===== config.mk =====
export PLATFORM = sky130hd
export DESIGN_NAME = ifu_branch_predictor_flat
export DESIGN_NICKNAME = d
export VERILOG_FILES = /design/src/rtl/ifu_branch_predictor_pkg.sv /design/src/rtl/ifu_branch_predictor_if.sv /design/src/rtl/ifu_branch_predictor_bht.sv /design/src/rtl/ifu_branch_predictor.sv /design/src/flat_wrapper.sv
export SDC_FILE = /design/constraint.sdc
export NUM_CORES = 1
export LEC_CHECK = 0
export ABC_AREA = 1
export CAP_MARGIN = 20
export CORE_ASPECT_RATIO = 1.75
export CORE_MARGIN = 3
export CORE_UTILIZATION = 45
export DETAILED_ROUTE_END_ITERATION = 10
export HOLD_SLACK_MARGIN = 0.02
export PLACE_DENSITY = 0.67
export SETUP_SLACK_MARGIN = 0.15
export SLEW_MARGIN = 20
export SYNTH_ARGS = -nofsm -noshare
export SYNTH_HDL_FRONTEND = slang
export SYNTH_HIERARCHICAL = 1
export SYNTH_SLANG_ARGS = --single-unit

===== constraint.sdc =====
create_clock -name clk -period 4 [get_ports clk]
set_input_delay 1 -clock clk [delete_from_list [all_inputs] [get_ports clk]]
set_output_delay 1 -clock clk [all_outputs]
set_load 0.02 [all_outputs]

===== src/rtl/ifu_branch_predictor_pkg.sv =====
// ifu_branch_predictor_pkg
//   Shared definitions for the IF-stage gshare branch predictor:
//   - RISC-V opcode constants for conditional branches and JAL
//   - BHT counter reset value (weakly not-taken)
//   - clear-FSM state type
//   - immediate-extraction helpers and the 2-bit saturating counter update
package ifu_branch_predictor_pkg;

  localparam logic [6:0] OPC_BRANCH = 7'b1100011;
  localparam logic [6:0] OPC_JAL    = 7'b1101111;
  localparam logic [1:0] BHT_RST    = 2'b01;

  typedef enum logic {
    BHT_CLR,
    BHT_RUN
  } bht_state_e;

  // B-type immediate, sign-extended to 32 bits.
  function automatic logic [31:0] br_imm(input logic [31:0] inst);
    logic unused_fields;
    unused_fields = ^{inst[24:12], inst[6:0]};
    return {{19{inst[31]}}, inst[31], inst[7], inst[30:25], inst[11:8], 1'b0};
  endfunction

  // J-type immediate, sign-extended to 32 bits.
  function automatic logic [31:0] jal_imm(input logic [31:0] inst);
    logic unused_fields;
    unused_fields = ^inst[11:0];
    return {{11{inst[31]}}, inst[31], inst[19:12], inst[20], inst[30:21], 1'b0};
  endfunction

  // 2-bit saturating counter: 11 stays 11 on taken, 00 stays 00 on not-taken.
  function automatic logic [1:0] sat_update(input logic [1:0] cnt, input logic taken);
    logic [1:0] res;
    res = cnt;
    if (taken && cnt != 2'b11) res = cnt + 2'b01;
    else if (!taken && cnt != 2'b00) res = cnt - 2'b01;
    return res;
  endfunction

endpackage


===== src/rtl/ifu_branch_predictor_if.sv =====
// ifu_branch_predictor_if
//   Bundles the predictor's fetch, prediction, resolution-update and
//   statistics signals.
//   master : IFU/IDU side (drives fetch, flush and update; reads predictions/stats)
//   slave  : the predictor itself
interface ifu_branch_predictor_if #(
  parameter int GHR_W = 6,
  parameter int CNT_W = 32
);
  logic             if_valid;
  logic [31:0]      if_pc;
  logic [31:0]      if_inst;
  logic             pred_redirect;
  logic [31:0]      pred_pc;
  logic             pred_br_taken;
  logic [GHR_W-1:0] pred_ghr;
  logic             upd_valid;
  logic [31:0]      upd_pc;
  logic [GHR_W-1:0] upd_ghr;
  logic             upd_taken;
  logic             upd_mispred;
  logic             flush;
  logic [CNT_W-1:0] stat_br;
  logic [CNT_W-1:0] stat_mis;

  modport master (
    output if_valid, if_pc, if_inst, upd_valid, upd_pc, upd_ghr, upd_taken, upd_mispred, flush,
    input  pred_redirect, pred_pc, pred_br_taken, pred_ghr, stat_br, stat_mis
  );

  modport slave (
    input  if_valid, if_pc, if_inst, upd_valid, upd_pc, upd_ghr, upd_taken, upd_mispred, flush,
    output pred_redirect, pred_pc, pred_br_taken, pred_ghr, stat_br, stat_mis
  );
endinterface


===== src/rtl/ifu_branch_predictor_bht.sv =====
// bpu_bht
//   Branch history table of 2-bit saturating counters.
//   clk, rst : clock and synchronous active-high reset
//   rd_idx   : asynchronous lookup index, rd_cnt the counter at that index
//   wr_en    : apply one saturating update at wr_idx with outcome wr_taken
//   ready    : table is usable (clear FSM in RUN)
//   Tables of up to 64 entries clear in the reset cycle itself; larger
//   tables are swept one entry per cycle in CLR before entering RUN.
module bpu_bht
  import ifu_branch_predictor_pkg::*;
#(
  parameter int IDX_W = 6
) (
  input  logic             clk,
  input  logic             rst,
  input  logic [IDX_W-1:0] rd_idx,
  output logic [1:0]       rd_cnt,
  input  logic             wr_en,
  input  logic [IDX_W-1:0] wr_idx,
  input  logic             wr_taken,
  output logic             ready
);
  localparam int ENTRIES = 1 << IDX_W;
  localparam bit SWEEP   = (IDX_W > 6);

  logic [1:0]       bht [ENTRIES];
  bht_state_e       state_q, state_d;
  logic [IDX_W-1:0] clr_idx_q, clr_idx_d;

  // Clear-FSM state register; a small table is already clear after the
  // reset cycle so it skips straight to RUN.
  always_ff @(posedge clk) begin
    if (rst) begin
      state_q   <= SWEEP ? BHT_CLR : BHT_RUN;
      clr_idx_q <= '0;
    end else begin
      state_q   <= state_d;
      clr_idx_q <= clr_idx_d;
    end
  end

  // Sweep walks every index once, then hands the table over to RUN.
  always_comb begin
    state_d   = state_q;
    clr_idx_d = clr_idx_q;
    case (state_q)
      BHT_CLR: begin
        clr_idx_d = clr_idx_q + 1'b1;
        if (clr_idx_q == '1) state_d = BHT_RUN;
      end
      BHT_RUN: ;
      default: state_d = BHT_CLR;
    endcase
  end

  // Counter array: bulk clear, sweep clear, or one read-modify-write update.
  always_ff @(posedge clk) begin
    if (rst && !SWEEP) begin
      for (int i = 0; i < ENTRIES; i++) bht[i] <= BHT_RST;
    end else if (state_q == BHT_CLR) begin
      bht[clr_idx_q] <= BHT_RST;
    end else if (wr_en && !rst) begin
      bht[wr_idx] <= sat_update(bht[wr_idx], wr_taken);
    end
  end

  // No bypass: a same-cycle update is only visible from the next cycle.
  assign rd_cnt = bht[rd_idx];
  assign ready  = (state_q == BHT_RUN);

endmodule


===== src/rtl/ifu_branch_predictor.sv =====
// ifu_branch_predictor
//   IF-stage gshare branch predictor. Predecodes the fetched instruction,
//   redirects on predicted-taken branches and on every JAL, and learns
//   from resolved branches returned by the IDU.
//   clk, rst : clock and synchronous active-high reset
//   bus      : fetch (if_*), flush, predictions (pred_*),
//              resolution update (upd_*) and statistics (stat_*)
module ifu_branch_predictor
  import ifu_branch_predictor_pkg::*;
#(
  parameter int IDX_W = 6,
  parameter int GHR_W = 6,
  parameter int CNT_W = 32
) (
  input logic                  clk,
  input logic                  rst,
  ifu_branch_predictor_if.slave bus
);
  logic [GHR_W-1:0] ghr_q;
  logic [CNT_W-1:0] stat_br_q;
  logic [CNT_W-1:0] stat_mis_q;
  logic [IDX_W-1:0] lookup_idx;
  logic [IDX_W-1:0] upd_idx;
  logic [1:0]       lookup_cnt;
  logic             bht_ready;
  logic             upd_fire;
  logic [6:0]       opcode;
  logic             unused_upd_pc;

  assign opcode     = bus.if_inst[6:0];
  assign lookup_idx = bus.if_pc[IDX_W+1:2] ^ IDX_W'(ghr_q);
  assign upd_idx    = bus.upd_pc[IDX_W+1:2] ^ IDX_W'(bus.upd_ghr);
  assign upd_fire   = bus.upd_valid && bht_ready;
  assign unused_upd_pc = ^{bus.upd_pc[31:IDX_W+2], bus.upd_pc[1:0]};

  bpu_bht #(.IDX_W(IDX_W)) u_bht (
    .clk      (clk),
    .rst      (rst),
    .rd_idx   (lookup_idx),
    .rd_cnt   (lookup_cnt),
    .wr_en    (upd_fire),
    .wr_idx   (upd_idx),
    .wr_taken (bus.upd_taken),
    .ready    (bht_ready)
  );

  // Predecode and prediction; everything is quiet on an invalid, flushed
  // or still-clearing fetch.
  always_comb begin
    bus.pred_redirect = 1'b0;
    bus.pred_br_taken = 1'b0;
    bus.pred_pc       = '0;
    bus.pred_ghr      = ghr_q;
    if (bus.if_valid && !bus.flush && bht_ready) begin
      if (opcode == OPC_BRANCH) begin
        bus.pred_br_taken = lookup_cnt[1];
        bus.pred_redirect = lookup_cnt[1];
        bus.pred_pc       = bus.if_pc + br_imm(bus.if_inst);
      end else if (opcode == OPC_JAL) begin
        bus.pred_redirect = 1'b1;
        bus.pred_pc       = bus.if_pc + jal_imm(bus.if_inst);
      end
    end
  end

  // Non-speculative history and statistics, advanced only by resolved branches.
  always_ff @(posedge clk) begin
    if (rst) begin
      ghr_q      <= '0;
      stat_br_q  <= '0;
      stat_mis_q <= '0;
    end else if (upd_fire) begin
      ghr_q     <= {ghr_q[GHR_W-2:0], bus.upd_taken};
      stat_br_q <= stat_br_q + 1'b1;
      if (bus.upd_mispred) stat_mis_q <= stat_mis_q + 1'b1;
    end
  end

  assign bus.stat_br  = stat_br_q;
  assign bus.stat_mis = stat_mis_q;

endmodule

===== src/flat_wrapper.sv =====
// flat-port wrapper written by rule: the top's interface ports become plain ports
module ifu_branch_predictor_flat import ifu_branch_predictor_pkg::*;
#(
  parameter int IDX_W = 6,
  parameter int GHR_W = 6,
  parameter int CNT_W = 32
)
  (clk, rst, bus_if_valid, bus_if_pc, bus_if_inst, bus_upd_valid, bus_upd_pc, bus_upd_ghr, bus_upd_taken, bus_upd_mispred, bus_flush, bus_pred_redirect, bus_pred_pc, bus_pred_br_taken, bus_pred_ghr, bus_stat_br, bus_stat_mis);
  ifu_branch_predictor_if #(.GHR_W(GHR_W), .CNT_W(CNT_W)) bus_i ();
  input logic clk;
  input logic rst;
  input wire logic [$bits(bus_i.if_valid)-1:0] bus_if_valid;
  input wire logic [$bits(bus_i.if_pc)-1:0] bus_if_pc;
  input wire logic [$bits(bus_i.if_inst)-1:0] bus_if_inst;
  input wire logic [$bits(bus_i.upd_valid)-1:0] bus_upd_valid;
  input wire logic [$bits(bus_i.upd_pc)-1:0] bus_upd_pc;
  input wire logic [$bits(bus_i.upd_ghr)-1:0] bus_upd_ghr;
  input wire logic [$bits(bus_i.upd_taken)-1:0] bus_upd_taken;
  input wire logic [$bits(bus_i.upd_mispred)-1:0] bus_upd_mispred;
  input wire logic [$bits(bus_i.flush)-1:0] bus_flush;
  output wire logic [$bits(bus_i.pred_redirect)-1:0] bus_pred_redirect;
  output wire logic [$bits(bus_i.pred_pc)-1:0] bus_pred_pc;
  output wire logic [$bits(bus_i.pred_br_taken)-1:0] bus_pred_br_taken;
  output wire logic [$bits(bus_i.pred_ghr)-1:0] bus_pred_ghr;
  output wire logic [$bits(bus_i.stat_br)-1:0] bus_stat_br;
  output wire logic [$bits(bus_i.stat_mis)-1:0] bus_stat_mis;
  assign bus_i.if_valid = bus_if_valid;
  assign bus_i.if_pc = bus_if_pc;
  assign bus_i.if_inst = bus_if_inst;
  assign bus_i.upd_valid = bus_upd_valid;
  assign bus_i.upd_pc = bus_upd_pc;
  assign bus_i.upd_ghr = bus_upd_ghr;
  assign bus_i.upd_taken = bus_upd_taken;
  assign bus_i.upd_mispred = bus_upd_mispred;
  assign bus_i.flush = bus_flush;
  assign bus_pred_redirect = bus_i.pred_redirect;
  assign bus_pred_pc = bus_i.pred_pc;
  assign bus_pred_br_taken = bus_i.pred_br_taken;
  assign bus_pred_ghr = bus_i.pred_ghr;
  assign bus_stat_br = bus_i.stat_br;
  assign bus_stat_mis = bus_i.stat_mis;
  ifu_branch_predictor #(.IDX_W(IDX_W), .GHR_W(GHR_W), .CNT_W(CNT_W)) u_core (.clk(clk), .rst(rst), .bus(bus_i));
endmodule

==> impl_metrics.tcl <==
set metrics [dict create \
    syn_area_per_cell_um2 6.637 \
    path_clk_slew_ns 0.07 \
    r2r_slack_ns 0.97 \
    powerDensity_nw_per_um2 283.3 \
    vias_per_cell 5.567 \
    irDropWorstVdd_v 0.0003349 \
    rsz0062_at_grt "true" \
    die_w_um 148.1 \
    die_area_um2 37720 \
    min_path_cells 2 \
    setup_tns_ns 0 \
    clock_path_buffers 3 \
    p_int_uw 4336 \
    layout_worst_path_cycle_share_pct 97.73 \
    antenna_found_initial 0 \
    timing.final.ws_setup_ns 0.09100 \
    drive_above_1_share_pct 31.65 \
    final_common_cell "nand2_1" \
    fin_nets 2962 \
    cts_buffers 18 \
    period_minus_slack_ns 3.909 \
    routedWlPerCell_um 20.10 \
    yosys_warnings 6 \
    multi_input_area_um2 10970 \
    grtUsageTotal_pct 33.14 \
    comb_power_share_pct 38.2 \
    overflow 0 \
    power_uw 6623 \
    swShare_pct 34.54 \
    ant_nets 0 \
    finish.instance_area_um2 23380 \
    clockRootBuffer "clkbuf_16" \
    outcome "finished, final reports clean" \
    timing.rr.start "u_core/u_bht/ready" \
    drc 0 \
    antenna_cells 0 \
    regArea_um2 5385 \
    fillCellCount 3039 \
    rows 90 \
    synthesis.area_um2 15900 \
    tightest_slew_ns 1.076 \
    min_from "u_core/bus.stat_br[6]" \
    cp-end-kind "output port" \
    worstPathRequired_ns 3.00 \
    grt_pass1_vias 18260 \
    place_area_um2 19890 \
    grt_pass1_wl_mm 97.21 \
    clock_latency_ns 0.51 \
    wirelength_mm 65.82 \
    drv_cap 0 \
    cts.sinks 205 \
    power_frac_seq_pct 34.7 \
    dp_slack_ns -1.067 \
    grt_max_degree 70 \
    dp.cells 3185 \
    mostFrequentLayoutCells "553 x nand2_1, 255 x nor2_1, 254 x inv_1, 232 x buf_4, 179 x nand3_1" \
    finClkSkew_ns 0.01147 \
    num_vias 18230 \
    setup_viol 0 \
    finalHoldViolations 0 \
    worstPathArrival_ns 2.91 \
    power_frac_clock_pct 27.1 \
    worstPathMaxFanout 6 \
    startpoint "bus_if_pc[2]" \
    firstDrtPassIters 6 \
    dp_hpwl_mm 47.88 \
    io_pins 213 \
    cts_tree "done" \
    io_buffers 186 \
    cts_max_level 1 \
    p_leak_uw 0.009657 \
    drt_iter0_markers 1190 \
    synth_cells 2396 \
    initial_utilization_pct 45.85 \
    max_freq_mhz 255.8 \
    area_delta_synth_final_pct 47.02 \
    final_cells 3275 \
    slew_headroom_pct 28.18 \
    synth_nets 2555 \
    worstSetupPathType "primary input to output port" \
    min_path_type "register to register" \
    core_area_um2 34680 \
    gp_congestion 1.070 \
    start_kind "primary input" \
    die_h_um 254.7 \
    final-max-slew-violation-count 0 \
    switching_power_uw 2287 \
    worst_r2r_path_depth 12 \
]
-- worst max-delay path: stages --
cell      delay [ns]
buf_6           0.09
buf_8           0.12
xor2_4          0.15
buf_12          0.16
inv_8           0.06
buf_12          0.12
buf_6           0.13
nor2_2          0.04
o22ai_2         0.22
o21ai_1         0.08
o21ai_1         0.19
o211ai_1        0.10
nand2_1         0.08
inv_2           0.06
a21oi_2         0.12
buf_4           0.15
-- power by group through the flow --
stage	combinational, µW	clock (µW)	sequential [µW]
4_1_cts	2280	1820	2300
3_5_place_dp	1850	0	2340
5_1_grt	2670	1890	2300
6_report	2530	1800	2300
3_3_place_gp	1830	0	2340
2_1_floorplan	1020	0	2340
-- state kept, by name (all words and copies together), names as in the netlist --
signal                  cells
u_core/bus.pred_ghr         6
u_core/bus.stat_br         32
u_core/bus.stat_mis        32
u_core/u_bht/bht          128
u_core/u_bht/clr_idx_q      6
u_core/u_bht/ready          1
-- metal layers --
metal	global-route usage, %	vias up	routed length [µm]	share of wire, %
met5	0	-	0	0
met4	29.96	0	7769	12
met3	4.160	352	3710	5.6
met2	63.66	840	34450	52
met1	29.49	8462	19900	30
li1	-	8579	-	-
-- through the flow --
stage	util [%]	hold slack [ns]
floorplan	-	0.4761
global placement	57.35	0.4576
detailed placement	57.35	0.4614
CTS	64.86	0.4722
global route	67.41	0.5119
finish	67.41	0.4711
-- cell type report --
| cell class | count | area share (%) |
|---|---|---|
| sequential | 205 | 23.03 |
| clock inverter | 4 | 0.06422 |
| timing repair buffer | 487 | 20.03 |
| multi-input combinational | 1789 | 46.91 |
| clock buffer | 28 | 2.494 |
| tap | 460 | 2.462 |
| inverter | 302 | 5.009 |
-- path summary, 6_finish.rpt --
kind | endpoint
worst max-delay path | bus_pred_redirect
worst min-delay path | u_core/bus.stat_br[6]
worst max register to register | u_core/u_bht/bht[42][0]
worst min register to register | u_core/bus.stat_br[6]
-- repair_timing --
item	CTS	global route
endpoints found under the setup margin	162	90
gates cloned	8	2
setup buffers	32	16
hold buffers	0	0
gates resized for setup	654	253
pin swaps	132	131
hold endpoints to repair	0	0
Note: power is estimated with default switching activity, not from simulation.
